File: src/rtl/cmp_share_arbiter_if.sv
// Bundle of requester, comparator and result-channel signals around the
// shared comparator arbiter. The arbiter uses the slave view; the
// requesters, comparator and result consumer together form the master view.
interface cmp_share_arbiter_if #(
   parameter int W     = 6,
   parameter int N_REQ = 4,
   parameter int ID_W  = 2
);
   // requester side
   logic [N_REQ-1:0]   req;
   logic [N_REQ*W-1:0] a_flat;
   logic [N_REQ*W-1:0] b_flat;
   logic [N_REQ-1:0]   ack;
   // shared comparator side
   logic [W-1:0]       cmp_a;
   logic [W-1:0]       cmp_b;
   logic               cmp_gte;
   // result channel
   logic               res_valid;
   logic               res_ready;
   logic               res_gte;
   logic [ID_W-1:0]    res_id;
   // status
   logic               busy;

   modport slave (
      input  req, a_flat, b_flat, cmp_gte, res_ready,
      output ack, cmp_a, cmp_b, res_valid, res_gte, res_id, busy
   );

   modport master (
      output req, a_flat, b_flat, cmp_gte, res_ready,
      input  ack, cmp_a, cmp_b, res_valid, res_gte, res_id, busy
   );
endinterface

File: src/rtl/cmp_share_arbiter.sv
// Round-robin arbiter that time-shares one external W-bit >= comparator
// among N_REQ requesters. A grant captures the winner's operand pair onto
// cmp_a/cmp_b, the comparator output is registered one cycle later, and the
// result is returned with the requester index over a valid/ready channel.
module cmp_share_arbiter #(
   parameter int W     = 6,
   parameter int N_REQ = 4,
   parameter int ID_W  = 2
) (
   input logic               clk,
   input logic               reset,
   cmp_share_arbiter_if.slave bus
);

   typedef enum logic [1:0] {
      IDLE = 2'd0,
      EVAL = 2'd1,
      DONE = 2'd2
   } state_t;

   state_t            state_reg;
   logic [ID_W-1:0]   last_reg;
   logic [N_REQ-1:0]  ack_reg;
   logic [W-1:0]      cmp_a_reg;
   logic [W-1:0]      cmp_b_reg;
   logic              res_valid_reg;
   logic              res_gte_reg;
   logic [ID_W-1:0]   res_id_reg;
   logic              busy_reg;

   // Unpacked operand views and the "above the pointer" request mask
   logic [W-1:0]      a_arr [N_REQ];
   logic [W-1:0]      b_arr [N_REQ];
   logic [N_REQ-1:0]  req_hi;

   logic [ID_W-1:0]   grant_lo_next;
   logic [ID_W-1:0]   grant_hi_next;
   logic              hi_found_next;
   logic [ID_W-1:0]   grant_id_next;
   logic [N_REQ-1:0]  grant_onehot_next;

   genvar gi;
   generate
      for (gi = 0; gi < N_REQ; gi++) begin : g_unpack
         assign a_arr[gi]  = bus.a_flat[gi*W +: W];
         assign b_arr[gi]  = bus.b_flat[gi*W +: W];
         // Requesters strictly after the last winner get first look.
         assign req_hi[gi] = bus.req[gi] && (ID_W'(gi) > last_reg);
      end
   endgenerate

   // Round-robin winner: lowest index above the pointer, else lowest overall.
   // This is the same as scanning last+1, last+2, ... modulo N_REQ.
   always_comb begin
      grant_lo_next = '0;
      grant_hi_next = '0;
      hi_found_next = 1'b0;
      for (int i = N_REQ - 1; i >= 0; i--) begin
         if (bus.req[i]) begin
            grant_lo_next = ID_W'(i);
         end
         if (req_hi[i]) begin
            grant_hi_next = ID_W'(i);
            hi_found_next = 1'b1;
         end
      end
      grant_id_next     = hi_found_next ? grant_hi_next : grant_lo_next;
      grant_onehot_next = {{(N_REQ-1){1'b0}}, 1'b1} << grant_id_next;
   end

   // Sequencer: grant/capture in IDLE, sample comparator in EVAL, hold result in DONE.
   always_ff @(posedge clk) begin
      if (reset) begin
         state_reg     <= IDLE;
         last_reg      <= ID_W'(N_REQ - 1);
         ack_reg       <= '0;
         cmp_a_reg     <= '0;
         cmp_b_reg     <= '0;
         res_valid_reg <= 1'b0;
         res_gte_reg   <= 1'b0;
         res_id_reg    <= '0;
         busy_reg      <= 1'b0;
      end else begin
         // ack is a single-cycle pulse; only the grant edge raises it.
         ack_reg <= '0;
         case (state_reg)
            IDLE: begin
               if (|bus.req) begin
                  cmp_a_reg  <= a_arr[grant_id_next];
                  cmp_b_reg  <= b_arr[grant_id_next];
                  res_id_reg <= grant_id_next;
                  last_reg   <= grant_id_next;
                  ack_reg    <= grant_onehot_next;
                  busy_reg   <= 1'b1;
                  state_reg  <= EVAL;
               end
            end
            EVAL: begin
               // cmp_a/cmp_b have been stable for a full cycle here.
               res_gte_reg   <= bus.cmp_gte;
               res_valid_reg <= 1'b1;
               state_reg     <= DONE;
            end
            DONE: begin
               // Requests are ignored until the result is consumed.
               if (res_valid_reg && bus.res_ready) begin
                  res_valid_reg <= 1'b0;
                  busy_reg      <= 1'b0;
                  state_reg     <= IDLE;
               end
            end
            default: begin
               res_valid_reg <= 1'b0;
               busy_reg      <= 1'b0;
               state_reg     <= IDLE;
            end
         endcase
      end
   end

   assign bus.ack       = ack_reg;
   assign bus.cmp_a     = cmp_a_reg;
   assign bus.cmp_b     = cmp_b_reg;
   assign bus.res_valid = res_valid_reg;
   assign bus.res_gte   = res_gte_reg;
   assign bus.res_id    = res_id_reg;
   assign bus.busy      = busy_reg;

endmodule

File: src/flat_wrapper.sv
// flat-port wrapper written by rule: the top's interface ports become plain ports
module cmp_share_arbiter_flat 
#(
   parameter int W     = 6,
   parameter int N_REQ = 4,
   parameter int ID_W  = 2
)
  (clk, reset, bus_req, bus_a_flat, bus_b_flat, bus_cmp_gte, bus_res_ready, bus_ack, bus_cmp_a, bus_cmp_b, bus_res_valid, bus_res_gte, bus_res_id, bus_busy);
  cmp_share_arbiter_if #(.W(W), .N_REQ(N_REQ), .ID_W(ID_W)) bus_i ();
  input logic clk;
  input logic reset;
  input wire logic [$bits(bus_i.req)-1:0] bus_req;
  input wire logic [$bits(bus_i.a_flat)-1:0] bus_a_flat;
  input wire logic [$bits(bus_i.b_flat)-1:0] bus_b_flat;
  input wire logic [$bits(bus_i.cmp_gte)-1:0] bus_cmp_gte;
  input wire logic [$bits(bus_i.res_ready)-1:0] bus_res_ready;
  output wire logic [$bits(bus_i.ack)-1:0] bus_ack;
  output wire logic [$bits(bus_i.cmp_a)-1:0] bus_cmp_a;
  output wire logic [$bits(bus_i.cmp_b)-1:0] bus_cmp_b;
  output wire logic [$bits(bus_i.res_valid)-1:0] bus_res_valid;
  output wire logic [$bits(bus_i.res_gte)-1:0] bus_res_gte;
  output wire logic [$bits(bus_i.res_id)-1:0] bus_res_id;
  output wire logic [$bits(bus_i.busy)-1:0] bus_busy;
  assign bus_i.req = bus_req;
  assign bus_i.a_flat = bus_a_flat;
  assign bus_i.b_flat = bus_b_flat;
  assign bus_i.cmp_gte = bus_cmp_gte;
  assign bus_i.res_ready = bus_res_ready;
  assign bus_ack = bus_i.ack;
  assign bus_cmp_a = bus_i.cmp_a;
  assign bus_cmp_b = bus_i.cmp_b;
  assign bus_res_valid = bus_i.res_valid;
  assign bus_res_gte = bus_i.res_gte;
  assign bus_res_id = bus_i.res_id;
  assign bus_busy = bus_i.busy;
  cmp_share_arbiter #(.W(W), .N_REQ(N_REQ), .ID_W(ID_W)) u_core (.clk(clk), .reset(reset), .bus(bus_i));
endmodule
File: config.mk
export PLATFORM = sky130hd
export DESIGN_NAME = cmp_share_arbiter_flat
export DESIGN_NICKNAME = d
export VERILOG_FILES = /design/src/rtl/cmp_share_arbiter_if.sv /design/src/rtl/cmp_share_arbiter.sv /design/src/flat_wrapper.sv
export SDC_FILE = /design/constraint.sdc
export NUM_CORES = 1
export LEC_CHECK = 0
export ABC_AREA = 1
export BUFFER_PORTS_ARGS = -buffer_cell sky130_fd_sc_hd__buf_4
export CORE_ASPECT_RATIO = 0.9
export CORE_MARGIN = 2
export CORE_UTILIZATION = 25
export CTS_BUF_LIST = sky130_fd_sc_hd__clkbuf_2
export DETAILED_ROUTE_END_ITERATION = 10
export PLACE_DENSITY_LB_ADDON = 0.12
export SYNTH_ARGS = -nofsm -noshare
export SYNTH_HDL_FRONTEND = slang
export SYNTH_SLANG_ARGS = --single-unit
File: constraint.sdc
create_clock -name clk -period 2 [get_ports clk]
set_clock_uncertainty 0.15 [all_clocks]
set_input_delay 0.1 -clock clk [delete_from_list [all_inputs] [get_ports clk]]
set_output_delay 0.1 -clock clk [all_outputs]
set_load 0.005 [all_outputs]
; Word level (Yosys, flattened, before mapping)
; Index checks and enable logic that the tools add are counted.
[classes]
order_cmp = 5
eq_ne = 4
shifts = 1
muxes = 26
bitwise_logic = 4
reduce_logical = 12
[op_table]
columns = op, count
row1 = $bmux W6 S2, 2
row2 = $mux W6, 4
row3 = $mux W2, 11
row4 = $mux W1, 6
row5 = $pmux W1 S3, 2
row6 = $pmux W2 S3, 1
row7 = $reduce_and A2 Y1, 3
row8 = $logic_and A1 B1 Y1, 5
row9 = $gt A1 B2 Y1 const A, 2
row10 = $gt A2 B2 Y1 const A, 2
row11 = $ne A2 B1 Y1 const B, 2
row12 = $reduce_or A4 Y1, 1
row13 = $shl A1 B2 Y4 const A, 1
row14 = $ge A3 B3 Y1 const B, 1
row15 = $not A1 Y1, 3
row16 = $not A2 Y3, 1
row17 = $reduce_and A3 Y1, 1
row18 = $reduce_or A3 Y1, 1
row19 = $eq A2 B1 Y1 const B, 1
row20 = $eq A2 B2 Y1 const B, 1
row21 = $logic_not A2 Y1, 1
[word_totals]
regBits = 25
inputBits = 56
out_inout_bits = 21
elab_cells = 61

; Longest topological paths before layout
; Gate-level depths: netlist of run 1.
[logic_depth]
word_depth = 11
ltp_mapped = 12

; Least setup slack after synthesis of run 1
; OpenSTA, ideal clock, no wires.
[synth_path]
path_type = register -> register
startpoint = register u_core.last_reg[0]
endpoint = register u_core.cmp_a_reg[2], in the netlist u_core.bus.cmp_a[2]
setup_time_ns = 0.113
arrival_ns = 1.211
t_required_ns = 1.737
path_slack_ns = 0.525
stages_incl_launch_ff = 13
path_buffers = 2
synth_period_minus_slack_ns = 1.475
path_cell_list = dfxtp_1 inv_1 nand2_2 nor2_1 nor2_2 nand2_4 nand2_2 buf_6 buf_8 nand2_2 nand3_2 nand3_1 nand2_1
[synth_between]
elab_chain_len = 11
elab_cells_between_ends = 21
[synth_rtl]
columns = item, line
row1 = from (decl), cmp_share_arbiter.sv:22  ; logic [ID_W-1:0] last_reg;
row2 = from (signal assigned), cmp_share_arbiter.sv:75  ; last_reg <= ID_W'(N_REQ - 1);
row3 = from (signal assigned), cmp_share_arbiter.sv:92  ; last_reg <= grant_id_next;
row4 = $gt A2 B2 Y1, cmp_share_arbiter.sv:48  ; assign req_hi[gi] = bus.req[gi] && (ID_W'(gi) > last_reg);
row5 = $logic_and A1 B1 Y1, cmp_share_arbiter.sv:48
row6 = $mux W2 / $mux W1 (equally long branches) (4 in a row), cmp_share_arbiter.sv:62  ; if (req_hi[i]) begin
row7 = $mux W2 (*), cmp_share_arbiter.sv:67  ; grant_id_next = hi_found_next ? grant_hi_next : grant_lo_next;
row8 = $not A2 Y3 (implied by the code) (*), cmp_share_arbiter.sv:89  ; cmp_a_reg <= a_arr[grant_id_next];
row9 = $bmux W6 S2 (*), cmp_share_arbiter.sv:89
row10 = $mux W6 (implied by the code) (*) (2 in a row), cmp_share_arbiter.sv:89
row11 = to (signal assigned), cmp_share_arbiter.sv:89
row12 = to (decl), cmp_share_arbiter.sv:24  ; logic [W-1:0] cmp_a_reg;
; Every way passes the cells marked *; elsewhere a longest branch is shown, timed or not. The select of a mux whose other input is x is not followed.
; A chain may end at the register's enable or synchronous reset.

; Final worst setup path of run 1
[layout_path]
startpoint = register u_core.last_reg[0]
endpoint = register u_core.cmp_a_reg[3], in the netlist u_core.bus.cmp_a[3]
; Same word-level chain as after synthesis.

==> impl_results.md, run 1 <==
* Outcome: completed
* Pwr/cell area at 621 nW/um^2
* DRT Wirelength at 4980 um
* Drt pass-1 iters at 4
* Share of cells above drive strength 1 at 0.300
* First-pass GRT wire length at 8510 um
* Dpl hpwl at 3370 um
* Core area at 5660 sq um
* Antenna-violating nets left at 0
* Relative max-transition margin at 0.670
* Sequential element share of the synthesized area at 0.342
* Clock Latency Late Sink at 370 ps
* Die area at 6470 sq um
* Leak at 1.40 nW
* Die Y at 76.5 um
* Mapped Avg Cell Area at 6.44 sq um
* Critical path fanouts, max at 15
* Grt total ovfl at 0
* Crit path kind: flop to flop
* Part of the cycle the worst path needs at 0.853
* Worst vdd ir at 0.000274 V
* Type of the most critical hold path: input port to flop
* FMAX at 0.586 GHz
* DRC at 0
* Routed len/inst at 11.7 um
* Avg Vias per Cell at 4.38
* Final Wtd Congestion at 0.796
* Post-Syn Instances at 227
* Yosys reg bits at 25
* GRT Resource Usage Total at 0.161
* Final Instance Count excl. Fillers at 427
* Largest net degree at the start of global routing at 26
* Post-synthesis cell area at 1460 sq um
* Clk buf depth at 2
* FP Rows at 26
* Area growth syn-to-layout at 83.4%
* Vias in the first global route at 1,880
* Startpoint Class: flop
* # port buffers at 76
* # setup viols final at 0
* Fin nets at 414
* First DRT Iteration DRCs at 66
* Initial antenna violation count at 0
* Final min period at 1710 ps
* H-Tree Level Count at 1
* Unrepaired setup endpoints after global routing: no
* Hold Vio Cnt, Final at 0
* Unique masters post-synth at 24
* Clk slew on worst S/H paths at 260 ps
* Placed Cells at 368
* Via count at 1,872
* Antenna cells at 0
* Post_cts resized at 0
* Chip width at 84.6 um
* CTS buffer count at 3
* CTS tree: yes
* Max Cap Viol at 0
* Setup Total Neg Slack at 0 ps
* Final Slew Violations at 0
* I/O Pins at 77
* Ys Warns at 0
* Critical Path AT at 1850 ps
* Post-synth net total at 283
* Worst Tran Pin Value at 494 ps
* Initial Utilization at 0.258
* Num Clock Sinks at 25
* WP data required at 2150 ps
* Clock Tree Root: clkbuf_2
* Worst setup EP type: flop
-- cell usage after synthesis --
cell type,n,area [sq um]
a211oi_1,1,7.51
a21oi_1,5,25.0
a31oi_1,1,6.26
buf_1,1,3.75
buf_2,5,25.0
buf_4,1,7.51
buf_6,1,11.3
buf_8,1,15.0
clkbuf_1,2,7.51
dfxtp_1,25,500
inv_1,29,109
inv_2,3,11.3
nand2_1,53,199
nand2_2,7,43.8
nand2_4,1,11.3
nand3_1,56,280
nand3_2,6,60.1
nor2_1,20,75.1
nor2_2,2,12.5
nor2_4,1,11.3
o21ai_0,3,15.0
o21ai_2,1,8.76
o21bai_1,1,7.51
o31ai_1,1,7.51
-- layout by cell type, fill, tap and decap left out, types with 2 or more instances in the layout --
| cell | synthesis | layout |
|---|---|---|
| nor2_2 | 2 | 2 |
| nor2_1 | 20 | 20 |
| o21ai_0 | 3 | 3 |
| inv_2 | 3 | 3 |
| buf_4 | 1 | 81 |
| nand3_1 | 56 | 56 |
| nand2_1 | 53 | 53 |
| inv_1 | 29 | 29 |
| nand3_2 | 6 | 6 |
| dfxtp_1 | 25 | 25 |
| nand2_2 | 7 | 7 |
| dlygate4sd3_1 | 0 | 55 |
| a21oi_1 | 5 | 5 |
| clkbuf_2 | 0 | 3 |
-- logic make-up after synthesis --
family | Yosys count | synth area share
flops | 25 | 0.342
buf+inv | 43 | 0.130
simple gates | 146 | 0.474
compound gates | 13 | 0.0531
-- worst paths after layout --
| check | start | to | slack [ps] | cells after the start |
|---|---|---|---|---|
| hold reg to reg | u_core.bus.cmp_a[1] | u_core.bus.cmp_a[1] | 320 | 2 |
| setup / recovery | u_core.last_reg[0] | u_core.bus.cmp_a[3] | 290 | 11 |
| hold / removal | bus_b_flat[19] | u_core.bus.cmp_b[1] | 20 | 7 |
| setup reg to reg | u_core.last_reg[0] | u_core.bus.cmp_a[3] | 290 | 11 |
-- metrics by stage --
step	setup WS [ps]	hold slack (ps)	power [mW]	cell area (sq um)	utilization
3_3_place_gp	351	223	1.37	2110	0.372
4_1_cts	279	2.58	1.69	2680	0.473
6_report	294	17.3	1.66	2680	0.473
3_5_place_dp	298	227	1.38	2110	0.372
2_1_floorplan	525	47.7	1.08	1460	-
5_1_grt	122	25.1	1.82	2680	0.473
-- layer usage --
metal | up-vias | wire length [um] | GRT usage | part of all wire
li1 | 982 | - | - | -
met2 | 53 | 2500 | 0.291 | 0.50
met4 | 0 | 80 | 0.0365 | 0.016
met3 | 6 | 235 | 0.0325 | 0.047
met1 | 831 | 2160 | 0.196 | 0.43
met5 | - | 0 | 0 | 0
-- final cells by class --
type	count	area, sq um
repair buffers	137	1180
multi-input cells	159	771
flip-flops and latches	25	500
inverters	32	120
clock buffers	3	15.0
fillers	610	2980
clock inverters	1	7.51
well taps	70	87.6
-- repair_timing --
item | in CTS | in global routing
hold endpoints to repair | 18 | 0
setup endpoints to repair | 0 | 0
hold buffers | 55 | 0
buffers inserted | 0 | 0
-- where the power goes --
part           total (mW)  leakage (nW)  internal (mW)  switching, mW
sequential          0.633         0.207          0.584         0.0484
combinational       0.811          1.18          0.406          0.405
clock               0.219        0.0126         0.0463          0.173
total                1.66          1.40           1.04          0.627
-- critical path: stages (launching register included) --
cell     delay [ps]
dfxtp_1         390
inv_1            70
nand2_2          50
nor2_1          160
nor2_2           80
nand2_4          60
nand2_2         190
buf_12          230
nand2_1          60
nand3_1          60
nand3_1         100
nand2_1          50
Power figures use the tool's default switching activity.
==> inputs of run 2 (changes only) <==
--- a/config.mk
+++ b/config.mk
@@ -7,6 +7,8 @@
 export LEC_CHECK = 0
 export ABC_AREA = 1
 export BUFFER_PORTS_ARGS = -buffer_cell sky130_fd_sc_hd__buf_4
+export CELL_PAD_IN_SITES_DETAIL_PLACEMENT = 1
+export CELL_PAD_IN_SITES_GLOBAL_PLACEMENT = 1
 export CORE_ASPECT_RATIO = 0.9
 export CORE_MARGIN = 2
 export CORE_UTILIZATION = 25
==> constraint.sdc (replaced) <==
create_clock -name clk -period 2 [get_ports clk]
set_clock_uncertainty 0.15 [all_clocks]
set_input_delay 0.1 -clock clk [delete_from_list [all_inputs] [get_ports clk]]
set_output_delay 0.1 -clock clk [all_outputs]
set_load 0.05 [all_outputs]
==> impl_results.md, run 2 (synthesized netlist as in run 1, its figures left out) <==
* Pwr/cell area at 719 nW/um^2 (+16%)
* Leak at 1.41 nW (+0.60%)
* Initial Utilization at 0.258 (unchanged)
* Via count at 1,920 (+2.6%)
* Unrepaired setup endpoints after global routing: no
* Crit path kind: input port to flop
* Final Instance Count excl. Fillers at 430 (+0.70%)
* Num Clock Sinks at 25 (unchanged)
* Clock Latency Late Sink at 380 ps (about the same)
* First DRT Iteration DRCs at 46 (-30%)
* # setup viols final at 0 (unchanged)
* I/O Pins at 77 (unchanged)
* H-Tree Level Count at 1 (unchanged)
* Worst Tran Pin Value at 495 ps (+0.222 ps)
* Final Slew Violations at 0 (unchanged)
* Worst setup EP type: flop
* Relative max-transition margin at 0.670 (about the same)
* Most frequent cells in the layout: buf_4, dlygate4sd3_1, nand3_1, nand2_1, inv_1
* Vias in the first global route at 2,061 (+9.6%)
* WP data required at 2180 ps (+30 ps)
* Top Usage Layer GRT: met2
* # port buffers at 76 (unchanged)
* Commonest non-fill, non-tap cell in the layout: buf_4
* Drt pass-1 iters at 4 (unchanged)
* Global-route met2 utilization at 0.351 (+0.0606)
* Final min period at 1770 ps (+59.7 ps)
* Finished layout cell area at 2700 sq um (+0.56%)
* Total power at 1.94 mW (+16%)
* Type of the most critical hold path: input port to flop
* Avg Vias per Cell at 4.47 (+1.8%)
* First-pass GRT wire length at 9630 um (+13%)
* Post_cts resized at 0 (unchanged)
* Initial antenna violation count at 0 (unchanged)
* DRT Wirelength at 5780 um (+16%)
* Antenna cells at 0 (unchanged)
* Fin nets at 417 (+0.72%)
* Antenna-violating nets left at 0 (unchanged)
* Area of the multi-input gates at 771 sq um (unchanged)
* CTS tree: yes
* Clock Tree Root: clkbuf_2
* Setup Total Neg Slack at 0 ps (unchanged)
* Grt total ovfl at 0 (unchanged)
* Worst vdd ir at 0.000417 V (+52%)
* Area growth syn-to-layout at 84.4%
* Critical path fanouts, max at 15 (unchanged)
* Outcome: completed
* Met1 usage at 0.209 (+0.0128)
* GRT Resource Usage Total at 0.184 (+0.0232)
* Die Y at 76.5 um (unchanged)
* Chip width at 84.6 um (unchanged)
* Hold Vio Cnt, Final at 0 (unchanged)
* Part of the cycle the worst path needs at 0.883 (+0.0299)
* Routed len/inst at 13.5 um (+15%)
* Die area at 6470 sq um (unchanged)
* Clk slew on worst S/H paths at 270 ps (about the same)
* FMAX at 0.566 GHz (-3.4%)
* Met3 Track Usage GR at 0.0368 (+0.00433)
* Core area at 5660 sq um (unchanged)
* Finished Core Util at 0.476 (+0.00265)
* Startpoint Class: input port
* Share of cells above drive strength 1 at 0.300 (about the same)
* Critical Path AT at 1940 ps (+90 ps)
* FP Rows at 26 (unchanged)
* Largest net degree at the start of global routing at 16 (-38%)
* Register Area at 500 sq um (unchanged)
* Final Wtd Congestion at 0.803 (+0.84%)
* Max Cap Viol at 0 (unchanged)
* Placement Cell Area at 2100 sq um (-0.24%)
* Placed Cells at 369 (+0.27%)
* Fill cells at 734 (+20%)
* CTS buffer count at 3 (unchanged)
* Dpl hpwl at 3700 um (+9.7%)
* Clk buf depth at 2 (unchanged)
* DRC at 0 (unchanged)
run 2: changes by cell type in the layout (fill, tap and decap cells not counted):
| cell | previous run | this run |
|---|---|---|
| buf_4 | 81 | 83 |
| buf_12 | 1 | 0 |
| dlygate4sd3_1 | 55 | 57 |
run 2: worst max-delay path, stage by stage:
cell and delay, ps:
dlygate4sd3_1 540, buf_4 140, inv_1 70, nor2_1 40, o21bai_1 250, nand2_4 170
nand2_2 100, buf_4 210, nand2_1 80, nand3_1 80, nand3_1 80, nand2_1 60
inv_1 30
run 2: layout make-up:
type / instances / area share
inverter: 32 / 0.0446
tap: 70 / 0.0325
clock inverter: 1 / 0.00279
sequential: 25 / 0.186
multi-input combinational: 159 / 0.286
timing repair buffer: 140 / 0.443
clock buffer: 3 / 0.00557
run 2: worst paths after layout:
path | depth (start not counted) | slack [ps] | from | endpoint
setup / recovery | 13 | 230 | bus_req[3] | u_core.bus.cmp_b[3]
hold / removal | 4 | 40 | bus_req[1] | u_core.bus.ack[0]
hold reg to reg | 2 | 320 | u_core.bus.cmp_a[5] | u_core.bus.cmp_a[5]
setup reg to reg | 12 | 250 | u_core.last_reg[0] | u_core.bus.cmp_b[3]
run 2: what timing repair did:
action / 4_1_cts / 5_1_grt
buffers inserted: 0 / 0
endpoints found under the hold margin: 19 / 0
hold buffers: 57 / 0
endpoints found under the setup margin: 0 / 0
run 2: where the power goes:
group | switching, mW | leakage [nW] | internal [mW]
sequential | 0.0468 | 0.207 | 0.584
clock | 0.179 | 0.0126 | 0.0463
combinational | 0.668 | 1.19 | 0.411
run 2: routing by layer:
layer / vias up / part of all wire
met5: - / 0
met4: 0 / 0.011
met3: 7 / 0.035
met2: 42 / 0.54
met1: 886 / 0.41
li1: 985 / -
run 2: per-stage QoR:
| step | worst slack (ps) | hold slack (ps) |
|---|---|---|
| 6_report | 234 | 38.5 |
| 5_1_grt | 69.7 | 27.1 |
| 4_1_cts | 224 | 23.2 |
| 3_5_place_dp | 254 | 228 |
| 3_3_place_gp | 305 | 226 |
| 2_1_floorplan | 525 | 47.7 |
